### src/rtl/shift_seq_if.sv
// shift_seq_if: bundles the request, barrel-shifter and result signals of shift_seq.
//   in_valid/in_ready/in_data/in_amt : request handshake (shift in_data left by in_amt)
//   sh_a/sh_s/sh_y                   : operand, step amount and result of the external barrel
//   out_valid/out_ready/out_data/out_ovf : result handshake plus lost-bit flag
// slave  : seen from shift_seq
// master : seen from the surrounding environment (requester, barrel, consumer)
interface shift_seq_if #(
  parameter int unsigned WIDTH = 8,
  parameter int unsigned AMT_W = 3
);
  logic             in_valid;
  logic             in_ready;
  logic [WIDTH-1:0] in_data;
  logic [AMT_W-1:0] in_amt;
  logic [WIDTH-1:0] sh_a;
  logic [1:0]       sh_s;
  logic [WIDTH-1:0] sh_y;
  logic             out_valid;
  logic             out_ready;
  logic [WIDTH-1:0] out_data;
  logic             out_ovf;

  modport slave (
    input  in_valid, in_data, in_amt, sh_y, out_ready,
    output in_ready, sh_a, sh_s, out_valid, out_data, out_ovf
  );

  modport master (
    output in_valid, in_data, in_amt, sh_y, out_ready,
    input  in_ready, sh_a, sh_s, out_valid, out_data, out_ovf
  );
endinterface

### src/rtl/shift_seq.sv
// shift_seq: sequences a 0..7 position left shift through an external 2-bit-amount
// combinational barrel shifter, in greedy steps of at most STEP_MAX positions, feeding
// each barrel result back as the next operand.
//   clk   : rising-edge clock
//   rst_n : asynchronous active-low reset
//   bus   : shift_seq_if.slave (request in, barrel operand/amount out, barrel result in,
//           result out with lost-bit flag)
module shift_seq #(
  parameter int unsigned WIDTH    = 8,
  parameter int unsigned AMT_W    = 3,
  parameter int unsigned STEP_MAX = 3
) (
  input logic         clk,
  input logic         rst_n,
  shift_seq_if.slave  bus
);

  localparam logic [AMT_W-1:0] StepMax = AMT_W'(STEP_MAX);

  typedef enum logic [1:0] {StIdle, StShift, StDone} state_e;

  state_e           state_q, state_d;
  logic [WIDTH-1:0] acc_q, acc_d;
  logic [AMT_W-1:0] rem_q, rem_d;
  logic             ovf_q, ovf_d;
  logic [AMT_W-1:0] step;
  logic [WIDTH-1:0] lost_mask;

  always_comb begin
    step      = (rem_q < StepMax) ? rem_q : StepMax;
    // Top `step` bits of acc: the bits this barrel step pushes past the MSB.
    lost_mask = ~({WIDTH{1'b1}} >> step);

    state_d = state_q;
    acc_d   = acc_q;
    rem_d   = rem_q;
    ovf_d   = ovf_q;

    unique case (state_q)
      StIdle: begin
        if (bus.in_valid) begin
          acc_d   = bus.in_data;
          rem_d   = bus.in_amt;
          ovf_d   = 1'b0;
          state_d = (bus.in_amt == '0) ? StDone : StShift;
        end
      end
      StShift: begin
        acc_d = bus.sh_y;
        rem_d = rem_q - step;  // step <= rem_q, never underflows
        ovf_d = ovf_q | (|(acc_q & lost_mask));
        if (rem_q == step) state_d = StDone;
      end
      StDone: begin
        if (bus.out_ready) state_d = StIdle;
      end
      default: state_d = StIdle;
    endcase
  end

  always_ff @(posedge clk or negedge rst_n) begin
    if (!rst_n) begin
      state_q <= StIdle;
      acc_q   <= '0;
      rem_q   <= '0;
      ovf_q   <= 1'b0;
    end else begin
      state_q <= state_d;
      acc_q   <= acc_d;
      rem_q   <= rem_d;
      ovf_q   <= ovf_d;
    end
  end

  // Outside SHIFT the barrel sees amount 0, so it simply passes acc through.
  assign bus.in_ready  = (state_q == StIdle);
  assign bus.sh_a      = acc_q;
  assign bus.sh_s      = (state_q == StShift) ? step[1:0] : 2'd0;
  assign bus.out_valid = (state_q == StDone);
  assign bus.out_data  = (state_q == StDone) ? acc_q : '0;
  assign bus.out_ovf   = (state_q == StDone) & ovf_q;

endmodule

### src/flat_wrapper.sv
// flat-port wrapper written by rule: the top's interface ports become plain ports
module shift_seq_flat 
#(
  parameter int unsigned WIDTH    = 8,
  parameter int unsigned AMT_W    = 3,
  parameter int unsigned STEP_MAX = 3
)
  (clk, rst_n, bus_in_valid, bus_in_data, bus_in_amt, bus_sh_y, bus_out_ready, bus_in_ready, bus_sh_a, bus_sh_s, bus_out_valid, bus_out_data, bus_out_ovf);
  shift_seq_if #(.WIDTH(WIDTH), .AMT_W(AMT_W)) bus_i ();
  input logic clk;
  input logic rst_n;
  input wire logic [$bits(bus_i.in_valid)-1:0] bus_in_valid;
  input wire logic [$bits(bus_i.in_data)-1:0] bus_in_data;
  input wire logic [$bits(bus_i.in_amt)-1:0] bus_in_amt;
  input wire logic [$bits(bus_i.sh_y)-1:0] bus_sh_y;
  input wire logic [$bits(bus_i.out_ready)-1:0] bus_out_ready;
  output wire logic [$bits(bus_i.in_ready)-1:0] bus_in_ready;
  output wire logic [$bits(bus_i.sh_a)-1:0] bus_sh_a;
  output wire logic [$bits(bus_i.sh_s)-1:0] bus_sh_s;
  output wire logic [$bits(bus_i.out_valid)-1:0] bus_out_valid;
  output wire logic [$bits(bus_i.out_data)-1:0] bus_out_data;
  output wire logic [$bits(bus_i.out_ovf)-1:0] bus_out_ovf;
  assign bus_i.in_valid = bus_in_valid;
  assign bus_i.in_data = bus_in_data;
  assign bus_i.in_amt = bus_in_amt;
  assign bus_i.sh_y = bus_sh_y;
  assign bus_i.out_ready = bus_out_ready;
  assign bus_in_ready = bus_i.in_ready;
  assign bus_sh_a = bus_i.sh_a;
  assign bus_sh_s = bus_i.sh_s;
  assign bus_out_valid = bus_i.out_valid;
  assign bus_out_data = bus_i.out_data;
  assign bus_out_ovf = bus_i.out_ovf;
  shift_seq #(.WIDTH(WIDTH), .AMT_W(AMT_W), .STEP_MAX(STEP_MAX)) u_core (.clk(clk), .rst_n(rst_n), .bus(bus_i));
endmodule
### config.mk
export PLATFORM = sky130hd
export DESIGN_NAME = shift_seq_flat
export DESIGN_NICKNAME = d
export VERILOG_FILES = /design/src/rtl/shift_seq_if.sv /design/src/rtl/shift_seq.sv /design/src/flat_wrapper.sv
export SDC_FILE = /design/constraint.sdc
export NUM_CORES = 1
export LEC_CHECK = 0
export ABC_AREA = 1
export ABC_CLOCK_PERIOD_IN_PS = 1300
export BUFFER_PORTS_ARGS = -buffer_cell sky130_fd_sc_hd__buf_2
export CORE_ASPECT_RATIO = 1.4
export CORE_MARGIN = 3
export CORE_UTILIZATION = 40
export DETAILED_ROUTE_END_ITERATION = 16
export HOLD_SLACK_MARGIN = 0.08
export PLACE_DENSITY = 0.8
export SLEW_MARGIN = 0
export SYNTH_ARGS = -nofsm -noshare
export SYNTH_HDL_FRONTEND = slang
export SYNTH_SLANG_ARGS = --single-unit
### constraint.sdc
create_clock -name clk -period 1.3 [get_ports clk]
set_input_delay 0.26 -clock clk [delete_from_list [all_inputs] [get_ports clk]]
set_output_delay 0.26 -clock clk [all_outputs]
set_load 0.03 [all_outputs]
==> results.md, run 1 <==
- Status: finished with violations
- Failing checks: negative setup slack
- Crit path kind: reg -> out
- Syn Std Cell Area: between 900 and 1000 um2
- Final worst-path cycle share: 1.18
- Minimum clock period: between 1.5 and 2 ns
- Vias per cell: slightly below 5
- Max Cap Viol: 0
- DR iter-0 viols: 25
- Clock root buffer: clkbuf_4
- Core Area: 2040 um2
- Max H-tree Level: 1
- Worst Clk Skew: around 0.0092 ns
- Share of the yosys chip area belonging to registers: 0.389
- R2R setup slack: -0.01 ns
- Post-Synth Simple-Gate Area: 0.350
- RSZ-0062 raised after global routing: true
- Internal power: 1910 uW
- Static Leak: 0.000800 uW
- Cell Rows: 19
- Required time worst endpoint: 1.04 ns
- Commonest non-fill, non-tap cells in the layout: 53 x nand2_1, 30 x buf_2, 17 x buf_6, 16 x inv_1, 13 x dfrtp_1
- Nets: 217
- Worst-Margin Slew: about 0.32 ns
- Die W: approximately 46 um
- Main combinational cell family by area after synthesis: simple AND/OR/NAND/NOR gates
- Sw Pwr: approximately 2200 uW
- Syn Area/Cell: 6.67 um2
- Power share of the clock group: 0.063
- Global-route wire length before repair: about 4.7 mm
- Finished layout cell area: 1470 um2
- Cells after synthesis: between 100 and 150
- Initial antenna violation count: 0
- WHS: 0.266 ns
- PortBufs: 43
- Final core utilization: 0.721
- WL per Instance: roughly 14 um
- Power Density: 2780 nW/um2
- Sw frac: 0.533
- # clock sinks: 14
- Commonest non-fill, non-tap cell in the layout: nand2_1
- Combinational Power Share: 0.738
- Hold Vio Cnt, Final: 0
- Vias in the first global route: 1098
- Worst setup margin: -0.232 ns
- TritonCTS Buffers: 3
- Layout cells sized above 1: 0.500
- Critical Path Sink Type: primary output
- Complex-gate fraction of the synthesized area: 0.133
- DR vias: 1046
- Area of the die: about 2900 um2
- Dpl hpwl: 2.02 mm
- Die Y: 62.2 um
- Number of remaining DRC errors: 0
- PnR Total Power: 4090 uW
- CTS tree: done
- Synth warnings: 0
- Post-synthesis register bit count: 14
- Upper clock frequency limit: 653 MHz
- Maximum clock insertion buffer count: 2
- Area Growth Syn to Fin: 63.6%
- 1st-pass router iterations: 6
- Multi-input logic area: around 570 um2
- CP arrival: 1.27 ns
- RD Place Congestion: approximately 0.77
- Post-synthesis mux area share: 0
- Slew headroom: 0.786
- Final WL: 2.89 mm
- Worst IR Drop VDD: 0.00166 V
- Max-slew violations: 0
- Antenna diodes: 0
- Area of placed instances: between 1000 and 1500 um2
- Sequential Power Share: 0.199
- GRT overflow: 0
- I/O pin total: 44
- Largest net degree at the start of global routing: 19
- Worst hold path class: in -> reg
- Final setup vio count: 15
- CP Max Fanout: 9
- Worst-path clk slew: 0.09 ns
- Adder-cell share of the synthesized area: 0.0139
- Initial Utilization: 0.441
- Synth unique cells: 16
- Fill cells: between 150 and 200
- FF/Latch Area: ~350 um2
- Final ANT Viol Nets: 0
- Post-Syn Nets: 159
- Worst skew pair latency: around 0.28 ns
- Tot GR Track Use: 0.213
- Post-Synth XOR/XNOR Area: 0
- Critical path startpoint category: register
## critical path, cell delays in order, from the launching register on
cell     delay (ns)
dfrtp_1        0.38
inv_2          0.09
nor2_4         0.17
inv_8          0.10
nor2_4         0.11
buf_6          0.13
## logic make-up (layout without fill, tap and decap cells)
logic type               Yosys count  after routing
AO/OA/AOI/OAI                     16             16
buffers and inverters             23             80
AND/OR/NAND/NOR                   81             81
adder cells (fa/ha/maj)            1              1
flip-flops                        14             14
## per-layer routing
layer / track usage / up-vias / share of wire
met5: 0 / - / 0
met4: 0.0925 / 0 / 0.038
met3: 0.0462 / 14 / 0.042
met2: 0.386 / 32 / 0.57
met1: 0.215 / 482 / 0.35
li1: - / 518 / -
## state kept, by name, indices dropped and copies added, names as in the netlist
signal	cells
u_core.state_q	2
u_core.bus.sh_a	8
u_core.ovf_q	1
u_core.rem_q	3
## path summary, 6_finish.rpt
kind,cells past startpoint,startpoint,to
min in group asynchronous,2,rst_n,u_core.rem_q[2]$_DFFE_PN0P_
hold reg to reg,2,u_core.ovf_q$_DFFE_PN0P_,u_core.ovf_q$_DFFE_PN0P_
setup / recovery,5,u_core.state_q[1]$_DFFE_PN0P_,bus_out_data[1]
hold / removal,4,bus_out_ready,u_core.state_q[1]$_DFFE_PN0P_
setup reg to reg,8,u_core.state_q[0]$_DFFE_PN0P_,u_core.bus.sh_a[6]$_DFFE_PN0P_
max in group asynchronous,2,rst_n,u_core.state_q[0]$_DFFE_PN0P_
## power by group through the flow
stage | logic (uW) | registers, uW | clock network, uW
2_1_floorplan | 1620 | 1050 | 0
3_3_place_gp | 2390 | 816 | 0
3_5_place_dp | 2460 | 830 | 0
4_1_cts | 2920 | 802 | 260
5_1_grt | 3290 | 840 | 277
6_report | 3020 | 814 | 258
## cells in the mapped netlist
cell	count	area share
inv_1	17	0.071
o21ai_2	10	0.097
a21boi_1	1	0.0083
o21ai_1	2	0.011
dfrtp_1	14	0.39
nand2_1	58	0.24
o21ai_0	1	0.0056
nand2_2	2	0.014
ha_1	1	0.014
buf_2	1	0.0056
or2_2	1	0.0069
nand3_1	3	0.017
inv_2	3	0.012
nor2_1	17	0.071
buf_6	2	0.025
a21oi_1	2	0.011
## through the flow
stage / worst slack, ns / instances / setup TNS (ns)
after floorplan: -0.0264 / 135 / -0.0497
after global routing: -0.281 / 213 / -3.44
after CTS: -0.207 / 215 / -3.15
after global placement: 0.0502 / 202 / 0
final: -0.232 / 213 / -2.46
after detailed placement: 0.0119 / 202 / 0
## what timing repair did
action | in CTS | in global routing
endpoints found under the hold margin | 14 | 0
setup endpoints to repair | 13 | 27
pin swaps | 3 | 3
setup buffers | 8 | 0
hold buffers | 1 | 0
gates resized for setup | 32 | 13
## area by class of cell
class,count,share of cell area
Clock buffer,4,0.0178
Inverter,20,0.0611
Multi-Input combinational cell,98,0.385
Sequential cell,14,0.239
Tap cell,21,0.0178
Timing Repair Buffer,56,0.279
(Power assumes the default switching activity.)
==> run 2: changes to the inputs <==
--- a/config.mk
+++ b/config.mk
@@ -8,9 +8,11 @@
 export ABC_AREA = 1
 export ABC_CLOCK_PERIOD_IN_PS = 1300
 export BUFFER_PORTS_ARGS = -buffer_cell sky130_fd_sc_hd__buf_2
+export CELL_PAD_IN_SITES_DETAIL_PLACEMENT = 1
+export CELL_PAD_IN_SITES_GLOBAL_PLACEMENT = 1
 export CORE_ASPECT_RATIO = 1.4
 export CORE_MARGIN = 3
-export CORE_UTILIZATION = 40
+export CORE_UTILIZATION = 27
 export DETAILED_ROUTE_END_ITERATION = 16
 export HOLD_SLACK_MARGIN = 0.08
 export PLACE_DENSITY = 0.8
==> constraint.sdc (replaced) <==
create_clock -name clk -period 1.3 [get_ports clk]
set_input_delay 0.26 -clock clk [delete_from_list [all_inputs] [get_ports clk]]
set_output_delay 0.26 -clock clk [all_outputs]
set_load 0.01 [all_outputs]
==> results.md, run 2 (synthesized netlist as in run 1, its figures left out) <==
- Status: finished with violations
- Failing checks: negative setup slack
- Sequential Power Share: 0.254 (+0.055)
- Final setup vio count: 13 (-2)
- Crit path kind: reg -> out
- Largest net degree at the start of global routing: 19 (unchanged)
- Hold Vio Cnt, Final: 0 (unchanged)
- Die W: 54.8 um (+19%)
- Die Y: 74.3 um (+20%)
- I/O pin total: 44 (unchanged)
- GRT overflow: 0 (unchanged)
- Final WL: 2.66 mm (-7.7%)
- Slew headroom: 0.780 (-0.00670)
- Antenna diodes: 0 (unchanged)
- DR vias: 1005 (-3.9%)
- Commonest non-fill, non-tap cells in the layout: 57 x nand2_1, 42 x buf_2, 15 x nor2_1, 15 x inv_1, 13 x dfrtp_1
- CTS tree: done
- FF-to-FF Start: u_core.state_q[0]$_DFFE_PN0P_
- Dpl ws: 0.0158 ns (+0.00389 ns)
- Tot GR Track Use: 0.148 (-0.0655)
- Finished layout cell area: 1290 um2 (-12%)
- Global-route wire length before repair: 4.42 mm (-5.2%)
- Dpl hpwl: 2.18 mm (+8.0%)
- Final worst-path cycle share: 1.10 (-0.0819)
- 1st-pass router iterations: 2 (-4)
- Commonest non-fill, non-tap cell in the layout: nand2_1
- Worst-path clk slew: 0.06 ns (-0.03 ns)
- Worst IR Drop VDD: 0.000998 V (-40%)
- Max Cap Viol: 0 (unchanged)
- Combinational Power Share: 0.615 (-0.123)
- Hold_sp: bus_out_ready
- WHS: 0.282 ns (+0.0157 ns)
- Area of placed instances: 1170 um2 (-6.6%)
- Final ANT Viol Nets: 0 (unchanged)
- Worst Setup SP: u_core.state_q[0]$_DFFE_PN0P_
- Final core utilization: 0.410 (-0.311)
- Worst skew pair latency: 0.24 ns (-0.04 ns)
- Required time worst endpoint: 1.04 ns (about the same)
- Upper clock frequency limit: 702 MHz (+7.5%)
- Worst Clk Skew: 0.00373 ns (-0.00547 ns)
- Nets: 213 (-1.8%)
- Critical path startpoint category: register
- Maximum clock insertion buffer count: 2 (unchanged)
- # clock sinks: 14 (unchanged)
- Critical Path Sink Type: primary output
- Worst setup margin: -0.125 ns (+0.106 ns)
- Area Growth Syn to Fin: 43.6%
- WL per Instance: 11.7 um (-13%)
- TritonCTS Buffers: 3 (unchanged)
- Cell Rows: 24 (+5)
- Static Leak: 0.000767 uW (-4.1%)
- Sw Pwr: 1500 uW (-31%)
- Power Density: 2480 nW/um2 (-11%)
- Layout cells sized above 1: 0.415 (-0.0851)
- Initial Utilization: 0.286 (-0.155)
- Vias in the first global route: 1057 (-3.7%)
- CP Max Fanout: 9 (unchanged)
- PortBufs: 43 (unchanged)
- Worst hold path class: in -> reg
- Largest register FFs: 8 (unchanged)
- Power share of the clock group: 0.131 (+0.068)
- Max-slew violations: 0 (unchanged)
- Initial antenna violation count: 0 (unchanged)
- Worst-Margin Slew: 0.331 ns (+0.0101 ns)
- CP arrival: 1.17 ns (-0.10 ns)
- Minimum clock period: 1.43 ns (-0.106 ns)
- Clock root buffer: clkbuf_8
- Number of remaining DRC errors: 0 (unchanged)
- DR iter-0 viols: 7 (-72%)
- Internal power: 1710 uW (-11%)
- RSZ-0062 raised after global routing: true
- Sw frac: 0.468 (-0.0652)
- Vias per cell: 4.43 (-9.8%)
- Area of the die: 4080 um2 (+42%)
- RD Place Congestion: 0.851 (+10%)
- Core Area: 3150 um2 (+54%)
- Max H-tree Level: 1 (unchanged)
run 2: changes by cell type in the layout (fill, tap and decap cells not counted), sizes merged:
| cell | before | now |
|---|---|---|
| buf | 55 | 51 |
run 2: layout make-up:
class | instances | area (um2)
fill | 431 | 1860
multi-input combinational | 98 | 463
sequential | 14 | 352
timing repair buffer | 52 | 295
inverter | 20 | 80.1
clock buffer | 4 | 55.1
tap | 39 | 48.8
run 2: power by group through the flow:
stage / clock network [uW] / registers (uW) / logic, uW
6_report: 421 / 815 / 1980
5_1_grt: 462 / 842 / 2260
4_1_cts: 433 / 813 / 1920
3_5_place_dp: 0 / 804 / 1850
3_3_place_gp: 0 / 797 / 1770
2_1_floorplan: 0 / 844 / 1210
run 2: final timing paths:
path	to	slack, ns	depth (start not counted)
hold / removal	u_core.state_q[1]$_DFFE_PN0P_	0.28	4
setup reg to reg	u_core.rem_q[2]$_DFFE_PN0P_	0.05	5
hold reg to reg	u_core.ovf_q$_DFFE_PN0P_	0.51	2
min in group asynchronous	u_core.bus.sh_a[0]$_DFFE_PN0P_	0.46	2
setup / recovery	bus_out_ovf	-0.13	4
max in group asynchronous	u_core.state_q[0]$_DFFE_PN0P_	0.58	2
run 2: repair_timing:
action                                 in CTS  in global routing
resized for setup                           6                  7
setup endpoints to repair                  13                 24
hold buffers                                1                  0
setup buffers                               2                  3
endpoints found under the hold margin      14                  0
run 2: metal layers:
metal | vias up | share of wire | global-route usage
li1 | 507 | - | -
met1 | 463 | 0.38 | 0.157
met2 | 31 | 0.55 | 0.287
met3 | 4 | 0.054 | 0.0140
met4 | 0 | 0.013 | 0.0499
met5 | - | 0 | 0
run 2: critical path, stage by stage (launching register included):
cell and delay, ns:
dfrtp_2 0.45, nor2_4 0.16, inv_4 0.08, nor2_1 0.10, buf_2 0.14
run 2: metrics by stage:
stage	TNS, ns	power [uW]	instances
global route	-2.51	3570	227
CTS	-1.21	3160	224
detailed placement	0	2660	218
floorplan	0	2060	135
finish	-1.24	3210	227
global placement	0	2570	218
==> run 3: changes to the inputs <==
--- a/config.mk
+++ b/config.mk
@@ -6,7 +6,7 @@
 export NUM_CORES = 1
 export LEC_CHECK = 0
 export ABC_AREA = 1
-export ABC_CLOCK_PERIOD_IN_PS = 1300
+export ABC_CLOCK_PERIOD_IN_PS = 1200
 export BUFFER_PORTS_ARGS = -buffer_cell sky130_fd_sc_hd__buf_2
 export CELL_PAD_IN_SITES_DETAIL_PLACEMENT = 1
 export CELL_PAD_IN_SITES_GLOBAL_PLACEMENT = 1
==> constraint.sdc (replaced) <==
create_clock -name clk -period 1.2 [get_ports clk]
set_input_delay 0.24 -clock clk [delete_from_list [all_inputs] [get_ports clk]]
set_output_delay 0.24 -clock clk [all_outputs]
set_load 0.01 [all_outputs]
==> results.md, run 3 (synthesized netlist as in run 1, its figures left out) <==
- Required time worst endpoint: 0.96 ns (-0.08 ns)
- Antenna diodes: 0 (unchanged)
- 1st-pass router iterations: 4 (+2)
- Min-Delay Endpoint: u_core.bus.sh_a[3]$_DFFE_PN0P_
- Worst skew pair latency: 0.25 ns (about the same)
- Nets: 226 (+6.1%)
- Cells along the critical path: inv_2 > nor2_4 > buf_4 > buf_6 > buf_6
- Hold Vio Cnt, Final: 0 (unchanged)
- Sw Pwr: 2050 uW (+36%)
- Critical Path Sink Type: primary output
- RR Endpoint: u_core.rem_q[1]$_DFFE_PN0P_
- Worst IR Drop VDD: 0.00119 V (+20%)
- R2R setup slack: -0.08 ns (-0.13 ns)
- Internal power: 2340 uW (+37%)
- Static Leak: 0.000857 uW (+12%)
- Status: finished with violations
- CP peak stage delay: 0.40 ns (-0.05 ns)
- Number of remaining DRC errors: 0 (unchanged)
- RD Place Congestion: 0.854 (+0.43%)
- CTS tree: done
- Worst setup margin: -0.223 ns (-0.0972 ns)
- Sequential Power Share: 0.210 (-0.044)
- Worst-Margin Slew: 0.349 ns (+0.0187 ns)
- # clock sinks: 14 (unchanged)
- Minimum clock period: roughly 1.4 ns
- PortBufs: 43 (unchanged)
- CP Max Fanout: 3 (-6)
- Slowest CP cell: dfrtp_1
- Final WL: 3.47 mm (+30%)
- FF-to-FF Start: u_core.state_q[0]$_DFFE_PN0P_
- Layout cells sized above 1: 0.542 (+0.127)
- Core Area: 3150 um2 (unchanged)
- DR vias: 1117 (+11%)
- Most used cell, CP: buf_6
- Cell Rows: 24 (unchanged)
- Tot GR Track Use: 0.187 (+0.0389)
- Vias in the first global route: 1230 (+16%)
- CP arrival: 1.18 ns (about the same)
- Maximum clock insertion buffer count: 2 (unchanged)
- Initial Utilization: 0.286 (unchanged)
- Area Growth Syn to Fin: 66.5%
- Worst-path clk slew: 0.06 ns (about the same)
- Commonest non-fill, non-tap cells in the layout: 51 x nand2_1, 41 x buf_2, 15 x buf_4, 13 x inv_1, 12 x dfrtp_1
- WHS Path Cells: 5 (+1)
- Max H-tree Level: 1 (unchanged)
- Vias per cell: 4.65 (+5.1%)
- I/O pin total: 44 (unchanged)
- Die Y: 74.3 um (unchanged)
- Global-route wire length before repair: 5.49 mm (+24%)
- Final worst-path cycle share: 1.19
- Setup TNS: -3.12 ns (-1.87 ns)
- Largest net degree at the start of global routing: 19 (unchanged)
- Slew headroom: 0.767 (-0.0125)
- Upper clock frequency limit: 703 MHz
- Critical path startpoint category: register
- Clock root buffer: clkbuf_8
- Commonest non-fill, non-tap cell in the layout: nand2_1
- DR iter-0 viols: 7 (unchanged)
- WL per Instance: 14.4 um (+23%)
- Power share of the clock group: 0.108 (-0.023)
- Failing checks: negative setup slack
- FF-to-FF path depth: 8 (+3)
- Dpl hpwl: 2.41 mm (+10%)
- Final ANT Viol Nets: 0 (unchanged)
- Combinational Power Share: 0.683 (+0.068)
- PnR Total Power: 4390 uW (+37%)
- Final setup vio count: 25 (+12)
- Worst hold path class: in -> reg
- Worst Clk Skew: 0.00564 ns (+0.00191 ns)
- TritonCTS Buffers: 3 (unchanged)
- Area of the die: 4080 um2 (unchanged)
- Die W: 54.8 um (unchanged)
- Largest register FFs: 8 (unchanged)
- Power Density: 2930 nW/um2 (+18%)
- GRT overflow: 0 (unchanged)
- Max-slew violations: 0 (unchanged)
- Crit path kind: reg -> out
- Initial antenna violation count: 0 (unchanged)
- RSZ-0062 raised after global routing: true
- Sw frac: 0.467 (-0.000722)
- Hold_sp: bus_sh_y[3]
- Max Cap Viol: 0 (unchanged)
==> run 3: worst max-delay path by stage <==
stage	from	endpoint	slack (ns)	depth (start not counted)
finish	u_core.state_q[1]$_DFFE_PN0P_	bus_out_valid	-0.22	5
global route	u_core.state_q[0]$_DFFE_PN0P_	bus_out_data[1]	-0.25	4
CTS	u_core.state_q[1]$_DFFE_PN0P_	bus_in_ready	-0.24	3
detailed placement	u_core.rem_q[0]$_DFFE_PN0P_	u_core.rem_q[2]$_DFFE_PN0P_	-0.11	6
global placement	u_core.rem_q[0]$_DFFE_PN0P_	u_core.rem_q[2]$_DFFE_PN0P_	0.006	6
floorplan	u_core.rem_q[1]$_DFFE_PN0P_	u_core.rem_q[2]$_DFFE_PN0P_	0.01	6
==> run 3: critical path: cells and delay by family (launching register included) <==
| family | cells | cell delay [ns] |
|---|---|---|
| buffers and inverters | 4 | 0.48 |
| DFF | 1 | 0.40 |
| and+or+nand+nor | 1 | 0.06 |
==> run 3: cell type report <==
cell class,instances,area (um2)
inverters,20,80.1
well taps,39,48.8
repair buffers,65,418
flip-flops and latches,14,353
fillers,418,1650
multi-input cells,98,546
clock buffers,4,55.1
==> run 3: stage by stage <==
step           setup WS [ns]  hold slack, ns  cell area (um2)  cells   util
4_1_cts               -0.238           0.285             1410    237  0.448
5_1_grt               -0.253           0.307             1500    240  0.476
6_report              -0.223           0.283             1500    240  0.476
3_5_place_dp          -0.107           0.163             1230    226  0.390
2_1_floorplan         0.0119         -0.0556              903    135      -
3_3_place_gp         0.00648           0.157             1230    226  0.390
==> run 3: what timing repair did <==
item / in CTS / in global routing
setup buffers: 5 / 4
endpoints found under the setup margin: 18 / 27
gates resized for setup: 23 / 19
hold buffers: 1 / 0
pin swaps: 3 / 2
cloned: 1 / 0
hold endpoints to repair: 14 / 0
==> run 3: metal layers <==
layer / global-route usage / vias up / share of wire
met1: 0.188 / 520 / 0.35
met5: 0 / - / 0
li1: - / 539 / -
met4: 0.0997 / 0 / 0.042
met2: 0.354 / 46 / 0.55
met3: 0.0200 / 12 / 0.051
==> run 3: power groups by stage <==
stage | sequential (uW) | combinational, uW | clock [uW]
2_1_floorplan | 921 | 1320 | 0
3_3_place_gp | 867 | 2130 | 0
3_5_place_dp | 879 | 2250 | 0
4_1_cts | 900 | 2660 | 483
5_1_grt | 948 | 3300 | 507
6_report | 920 | 3000 | 472
